$ cat src/rtl/fmadd_pn_arbiter.sv
// Round-robin arbiter sharing one FMADD post-normalization datapath
// between the FMADD lane (0) and the FADD/FSUB lane (1); 2-stage pipe.
module fmadd_pn_arbiter #(
  parameter int MAN = 22,
  parameter int EXP = 7
) (
  input  logic             clk,
  input  logic             rst_l,
  input  logic             flush,
  input  logic             req0_valid,
  output logic             req0_ready,
  input  logic [2*MAN+3:0] req0_mant,
  input  logic [EXP:0]     req0_exp,
  input  logic [5:0]       req0_ctl,
  input  logic             req1_valid,
  output logic             req1_ready,
  input  logic [2*MAN+3:0] req1_mant,
  input  logic [EXP:0]     req1_exp,
  input  logic [5:0]       req1_ctl,
  output logic [2*MAN+3:0] pn_mant_o,
  output logic [EXP:0]     pn_exp_o,
  output logic [5:0]       pn_ctl_o,
  input  logic [MAN+1:0]   pn_mant_i,
  input  logic [EXP+1:0]   pn_exp_i,
  input  logic [2:0]       pn_grs_i,
  output logic             res_valid,
  input  logic             res_ready,
  output logic [MAN+1:0]   res_mant,
  output logic [EXP+1:0]   res_exp,
  output logic [2:0]       res_grs,
  output logic             res_tag,
  output logic             busy
);

  logic             s1_v;
  logic             s1_tag;
  logic [2*MAN+3:0] s1_mant;
  logic [EXP:0]     s1_exp;
  logic [5:0]       s1_ctl;
  logic             s2_v;
  logic             s2_tag;
  logic [MAN+1:0]   s2_mant;
  logic [EXP+1:0]   s2_exp;
  logic [2:0]       s2_grs;
  logic             prio;

  logic s2_free;
  logic s1_adv;
  logic s1_free;
  logic grant0;
  logic grant1;
  logic accept;

  assign s2_free = !s2_v || res_ready;
  assign s1_adv  = s1_v && s2_free;
  assign s1_free = !s1_v || s1_adv;

  // Ties go to prio; a lone requester always wins.
  assign grant0 = req0_valid && (!req1_valid || !prio);
  assign grant1 = req1_valid && (!req0_valid || prio);

  assign req0_ready = rst_l && !flush && s1_free && grant0;
  assign req1_ready = rst_l && !flush && s1_free && grant1;
  assign accept     = req0_ready || req1_ready;

  always_ff @(posedge clk) begin
    if (!rst_l) begin
      s1_v    <= 1'b0;
      s1_tag  <= 1'b0;
      s1_mant <= '0;
      s1_exp  <= '0;
      s1_ctl  <= '0;
      s2_v    <= 1'b0;
      s2_tag  <= 1'b0;
      s2_mant <= '0;
      s2_exp  <= '0;
      s2_grs  <= '0;
      prio    <= 1'b0;
    end else if (flush) begin
      s1_v <= 1'b0;
      s2_v <= 1'b0;
    end else begin
      if (accept) begin
        s1_v    <= 1'b1;
        s1_tag  <= req1_ready;
        s1_mant <= req1_ready ? req1_mant : req0_mant;
        s1_exp  <= req1_ready ? req1_exp : req0_exp;
        s1_ctl  <= req1_ready ? req1_ctl : req0_ctl;
        prio    <= !req1_ready;
      end else if (s1_adv) begin
        s1_v <= 1'b0;
      end
      if (s1_adv) begin
        s2_v    <= 1'b1;
        s2_tag  <= s1_tag;
        s2_mant <= pn_mant_i;
        s2_exp  <= pn_exp_i;
        s2_grs  <= pn_grs_i;
      end else if (res_ready) begin
        s2_v <= 1'b0;
      end
    end
  end

  assign pn_mant_o = s1_mant;
  assign pn_exp_o  = s1_exp;
  assign pn_ctl_o  = s1_ctl;

  assign res_valid = s2_v;
  assign res_mant  = s2_mant;
  assign res_exp   = s2_exp;
  assign res_grs   = s2_grs;
  assign res_tag   = s2_tag;
  assign busy      = s1_v || s2_v;

endmodule

$ cat config.mk
export PLATFORM = sky130hd
export DESIGN_NAME = fmadd_pn_arbiter
export DESIGN_NICKNAME = d
export VERILOG_FILES = /design/src/rtl/fmadd_pn_arbiter.sv
export SDC_FILE = /design/constraint.sdc
export NUM_CORES = 1
export LEC_CHECK = 0
export ABC_AREA = 1
export BUFFER_PORTS_ARGS = -buffer_cell sky130_fd_sc_hd__clkbuf_2
export CORE_MARGIN = 1.5
export CORE_UTILIZATION = 47
export DETAILED_ROUTE_END_ITERATION = 8
export PLACE_DENSITY = 0.81
export SKIP_LAST_GASP = 1
export SLEW_MARGIN = 20
export SYNTH_ARGS = -nofsm -noshare
export SYNTH_HDL_FRONTEND = slang
export SYNTH_SLANG_ARGS = --single-unit
$ cat constraint.sdc
create_clock -name clk -period 1.65 [get_ports clk]
set_clock_uncertainty 0.05 [all_clocks]
set_input_delay 0 -clock clk [delete_from_list [all_inputs] [get_ports clk]]
set_output_delay 0 -clock clk [all_outputs]
set_load 0.01 [all_outputs]
== After elaboration in Yosys (flattened, before gate mapping) ==
Index checks and enable logic that the tools add are counted.
Storage, ports and cells
  bits in writable memories: 0
  memories kept: 0
  ROM bits: 0
  bits in registers: 103
  bits of input ports: 166
  bits in latches: 0
  output and inout bits: 103
  logic and storage cells: 45
Operators by class
  bitwise operators: 2
  add/sub/neg operators: 0
  muxes and demuxes: 7
  order comparisons: 0
  equal/unequal tests: 0
  shift operators: 0
  reductions and logical operators: 25
  multiply operators: 0
  div/mod/pow operators: 0
Operators with widths (count)
  $mux W48: 1
  $mux W8: 1
  $logic_and A1 B1 Y1: 7
  $logic_not A1 Y1: 7
  $logic_or A1 B1 Y1: 6
  $mux W6: 1
  $mux W1: 4
  $reduce_and A2 Y1: 2
  $reduce_bool A2 Y1: 2
  $not A1 Y1: 2
  $reduce_or A2 Y1: 1

== Depth between registers and ports, before layout ==
  word-level depth: 8
  depth in mapped cells: 9

== Least setup slack after synthesis ==
OpenSTA, ideal clock, no wires.
  kind: register -> register
  from: reg s2_v, in the netlist res_valid
  to: reg s1_v
  data required time: 1.478 ns
  buffers on the path: 1
  path slack: 0.280 ns
  setup time: 0.122 ns
  arrival: 1.198 ns
  cell stages (with the launch flop): 7
  cell sequence: dfxtp_1 -> nand3_1 -> nand2_4 -> nor2_4 -> nor2_4 -> buf_2 -> a21oi_1
Between the ends
  longest elaborated chain between the ends: 8
RTL lines
  from (decl): line 40  | logic s2_v;
  from (signal assigned): line 73  | s2_v <= 1'b0;
  from (signal assigned): line 81  | s2_v <= 1'b0;
  from (signal assigned): line 94  | s2_v <= 1'b1;
  $logic_not A1 Y1 (*): line 54  | assign s2_free = !s2_v || res_ready;
  $logic_or A1 B1 Y1 (*): line 54
  $logic_and A1 B1 Y1 (*): line 55  | assign s1_adv = s1_v && s2_free;
  $logic_or A1 B1 Y1 (*): line 56  | assign s1_free = !s1_v || s1_adv;
  $logic_and A1 B1 Y1 (*) (2 in series): line 63  | assign req1_ready = rst_l && !flush && s1_free && grant1;
  net req1_ready: line 16  | output logic req1_ready,
  $logic_or A1 B1 Y1 (*): line 64  | assign accept = req0_ready || req1_ready;
  $mux W1 / $reduce_bool A2 Y1 (equally long branches)
  to (signal assigned): line 68  | s1_v <= 1'b0;
  to (signal assigned): line 84  | s1_v <= 1'b1;
  to (signal assigned): line 91  | s1_v <= 1'b0;
  to (decl): line 35  | logic s1_v;
Mark *: on every way through the listed nets, which the timed path passes. The rest lies on a longest branch.
A chain may end at the register's enable or synchronous reset.

== Final worst setup path ==
  from: in rst_l
  to: reg s1_mant[31], in the netlist pn_mant_o[31]
Between the ends
  longest elaborated chain between the ends: 5
RTL lines
  from (decl): line 8  | input logic rst_l,
  $logic_and A1 B1 Y1 (2 in series): line 62, 63
  $logic_and A1 B1 Y1 (on tied branches): line 62, 63
  $logic_or A1 B1 Y1: line 64
  $reduce_and A2 Y1 (no source line)
  to (signal assigned): line 86  | s1_mant <= req1_ready ? req1_mant : req0_mant;
  to (decl): line 37  | logic [2*MAN+3:0] s1_mant;
Parallel ways exist; a longest one is shown, timed or not.

==> results by group <==
Clock network
  – CTS tree: done
  – Total CTS buffers: 9
  – Root Driver: clkbuf_16
  – Htree depth: 3
  – Reg clk slew, reported paths: approximately 0.08 ns
  – CTS Sinks: around 100
  – Clk buf depth: 2
  – Clock latency at the later pin of the worst-skew pair: between 0.3 and 0.4 ns

Layout
  – Most frequent cells in the layout: clkbuf_2, nor2_1, nand2_1
  – Utilization after layout: 0.719
  – N_diodes: 0
  – Layout net count: 1304
  – Commonest non-fill, non-tap cell in the layout: clkbuf_2
  – Share of post-route cells with drive strength above 1: 0.278
  – Final cell count without fillers: 1286
  – Area Growth Syn to Fin: 48.9%
  – Design area: 0.00825 mm2

Synthesis
  – Synth cell types: 22
  – Compound-cell area share of the yosys netlist: 0.124
  – Commonest register cell after synthesis: dfxtp_1
  – Adder-Cell Fraction of Synth Area: 0
  – Seq/Total Area, Yosys: 0.372
  – Mapped Avg Cell Area: ~6.9 um2
  – Post-synthesis mux area share: 0
  – Post-synth EDFFs: 0
  – Ys Warns: 0
  – Gate Count Post-Synth: 808
  – Synth Area in Simple Gates: 0.393
  – Asr flop ratio synth: 0
  – Synth Net Count: just under 1000
  – Synth Register Bits: approximately 100
  – Netlist area before placement: approximately 0.0055 mm2
  – Largest family of logic cells by synthesized area: simple AND/OR/NAND/NOR gates
  – Post-Synth XOR/XNOR Area: 0

Place
  – Post-Place Setup Slack: approximately 0.16 ns
  – Placement Cell Area: 0.00696 mm2
  – DP HPWL: roughly 12000 um
  – Port Buf Inserts: 268
  – DP Cell Count: 1171
  – Routability cong.: slightly above 0.8

Setup path
  – Critical Path AT: 1.80 ns
  – CP Buf/Inv Count: 4
  – CP max stage delay: 0.52 ns
  – Cells on worst reg2reg path: 7
  – Reg-to-Reg Start: res_valid
  – Reg-to-reg endpoint: pn_mant_o[31]
  – CP Launch Type: primary input
  – CP Capture Type: register
  – Worst path required time: ~1.9 ns
  – Crit path from: rst_l
  – Critical path, cell by cell: dlygate4sd3_1 > buf_2 > inv_2 > nor2_4 > nand2_4 > buf_4 > o21bai_1 > nand2_1 > nor2_1 > nor2_1
  – Crit path depth: 10
  – CP delay by family, top: buffers and inverters
  – Largest fanout on the critical path: 32
  – Most frequent CP cell: nor2_1
  – Slowest CP cell: dlygate4sd3_1
  – Setup CP Type: primary input to register
  – R2r setup slk: about 0.10 ns

STA
  – Final Cycle Share: 0.970
  – Setup slack after layout: 0.0489 ns
  – Hold Slack: -0.000588 ns
  – Setup TNS: 0 ns
  – Tmin final: 1.60 ns
  – Setup Viol. Count Final: 0
  – RSZ-0062 raised after global routing: yes
  – Maximum clock frequency: between 0.6 and 0.7 GHz
  – Fin. Hold Viols: 1
  – Max Slew Vio Count: 0
  – Worst relative slew slack: 0.728
  – Slew of the pin with the lowest slew margin: roughly 0.41 ns

Route
  – Drt drc: 0
  – Met2 wire len: between 9000 and 10000 um
  – Uppermost layer routed: met4
  – DR pass1 iterations: 6
  – DRT iter0 DRCs: between 500 and 600
  – Post-Route M1 WL: 7290 um
  – Routed WL per cell: 15.1 um
  – Vias per cell: 5.24
  – Met3 wire length: 1640 um
  – Total wire length: 19400 um
  – Routed via count: 6744
  – Post-route ant nets: 0

Global routing
  – Overflow after GRT: 0
  – Vias in the first global route: between 6000 and 7000
  – Largest net degree at the start of global routing: 100
  – Initial antenna violation count: 0
  – GR Util All Layers: 0.307
  – First-pass GRT wire length: about 31000 um

Power and ir drop
  – Switching portion of total power: 0.294
  – Internal: ~4.4 mW
  – Sequential share of power: 0.434
  – Clk pwr share: 0.344
  – Combinational share of power: 0.222
  – Peak supply drop: 483 uV
  – Leak: 4.22 nW
  – P_sw: between 1.5 and 2 mW
  – P per Cell Area: between 700 and 800 mW/mm2
  – Total power: roughly 6.2 mW

Floorplan
  – DIE AREA: 0.0124 mm2
  – Starting density of the core: 0.483
  – I/O pin total: 269
  – Chip Height: ~110 um
  – Row Count: 39
  – Die Wd: roughly 110 um
  – Core Area: 0.0115 mm2

Run
  – Max-Cap Viols: 0

Hold path
  – Hold Path Origin: req0_exp[6]
  – Hold WC Path Type: primary input to register
  – WHS Endpoint: pn_exp_o[6]
  – Hold path depth: 6

Run status
  – Outcome: complete, but fails checks
  – Failing checks: hold timing
[area by class of cell]
class                           count  area (um2)
Multi-Input combinational cell    567        2890
Fill cell                         873        3220
Clock inverter                      7        73.8
Sequential cell                   103        2060
Tap cell                          143         179
Timing Repair Buffer              387        2560
Inverter                           70         263
Clock buffer                        9         225
[synthesized netlist by cell type, types with 4 or more instances]
master	count	area, um2
nor2_4	4	45.0
clkbuf_1	21	78.8
a21oi_1	4	20.0
nand3b_1	62	465
nand2_1	128	480
buf_1	8	30.0
inv_1	67	251
buf_6	7	78.8
dfxtp_1	103	2060
nor2_1	201	754
o21ai_0	37	185
o21bai_1	62	465
nand4_1	62	388
buf_2	31	155
[worst reg2reg max path, delay by kind of cell, from the launching register on]
kind | cells | cell delay (ns)
and+or+nand+nor | 5 | 0.58
DFF | 1 | 0.38
buffers and inverters | 1 | 0.36
AOI/OAI and AO/OA | 1 | 0.13
[worst max path at each step]
stage,endpoint,slack (ns)
floorplan,s1_v,0.28
global placement,pn_exp_o[1],0.19
detailed placement,pn_mant_o[22],0.16
CTS,pn_mant_o[30],0.12
global route,pn_mant_o[22],-0.002
finish,pn_mant_o[31],0.05
[repair_timing]
item                                    CTS  global route
hold buffers                             99             0
endpoints found under the setup margin    0             2
hold endpoints to repair                 99             0
setup buffers                             0             0
gates resized for setup                   0             1
[routing by layer]
metal	up-vias	GRT usage
li1	3261	-
met1	3061	0.346
met2	348	0.535
met3	74	0.0806
met4	0	0.154
met5	-	0
[power groups by stage]
stage	registers (mW)	logic, mW	clock network [mW]
2_1_floorplan	2.79	0.621	0
3_3_place_gp	2.74	1.15	0
3_5_place_dp	2.74	1.16	0
4_1_cts	2.68	1.35	2.17
5_1_grt	2.70	1.51	2.29
6_report	2.69	1.38	2.13
[flip-flops by register name, indices dropped and copies added, names as in the netlist]
| name | flops |
|---|---|
| pn_ctl_o | 6 |
| res_exp | 9 |
| res_valid | 1 |
| pn_mant_o | 48 |
| res_tag | 1 |
| res_mant | 24 |
| res_grs | 3 |
| pn_exp_o | 8 |
| s1_tag | 1 |
| prio | 1 |
| s1_v | 1 |
[kinds of logic after synthesis]
kind of cell / after synthesis
simple gates: 462
buf+inv: 138
compound gates: 105
flops: 103
Note: power is estimated with default switching activity, not from simulation.
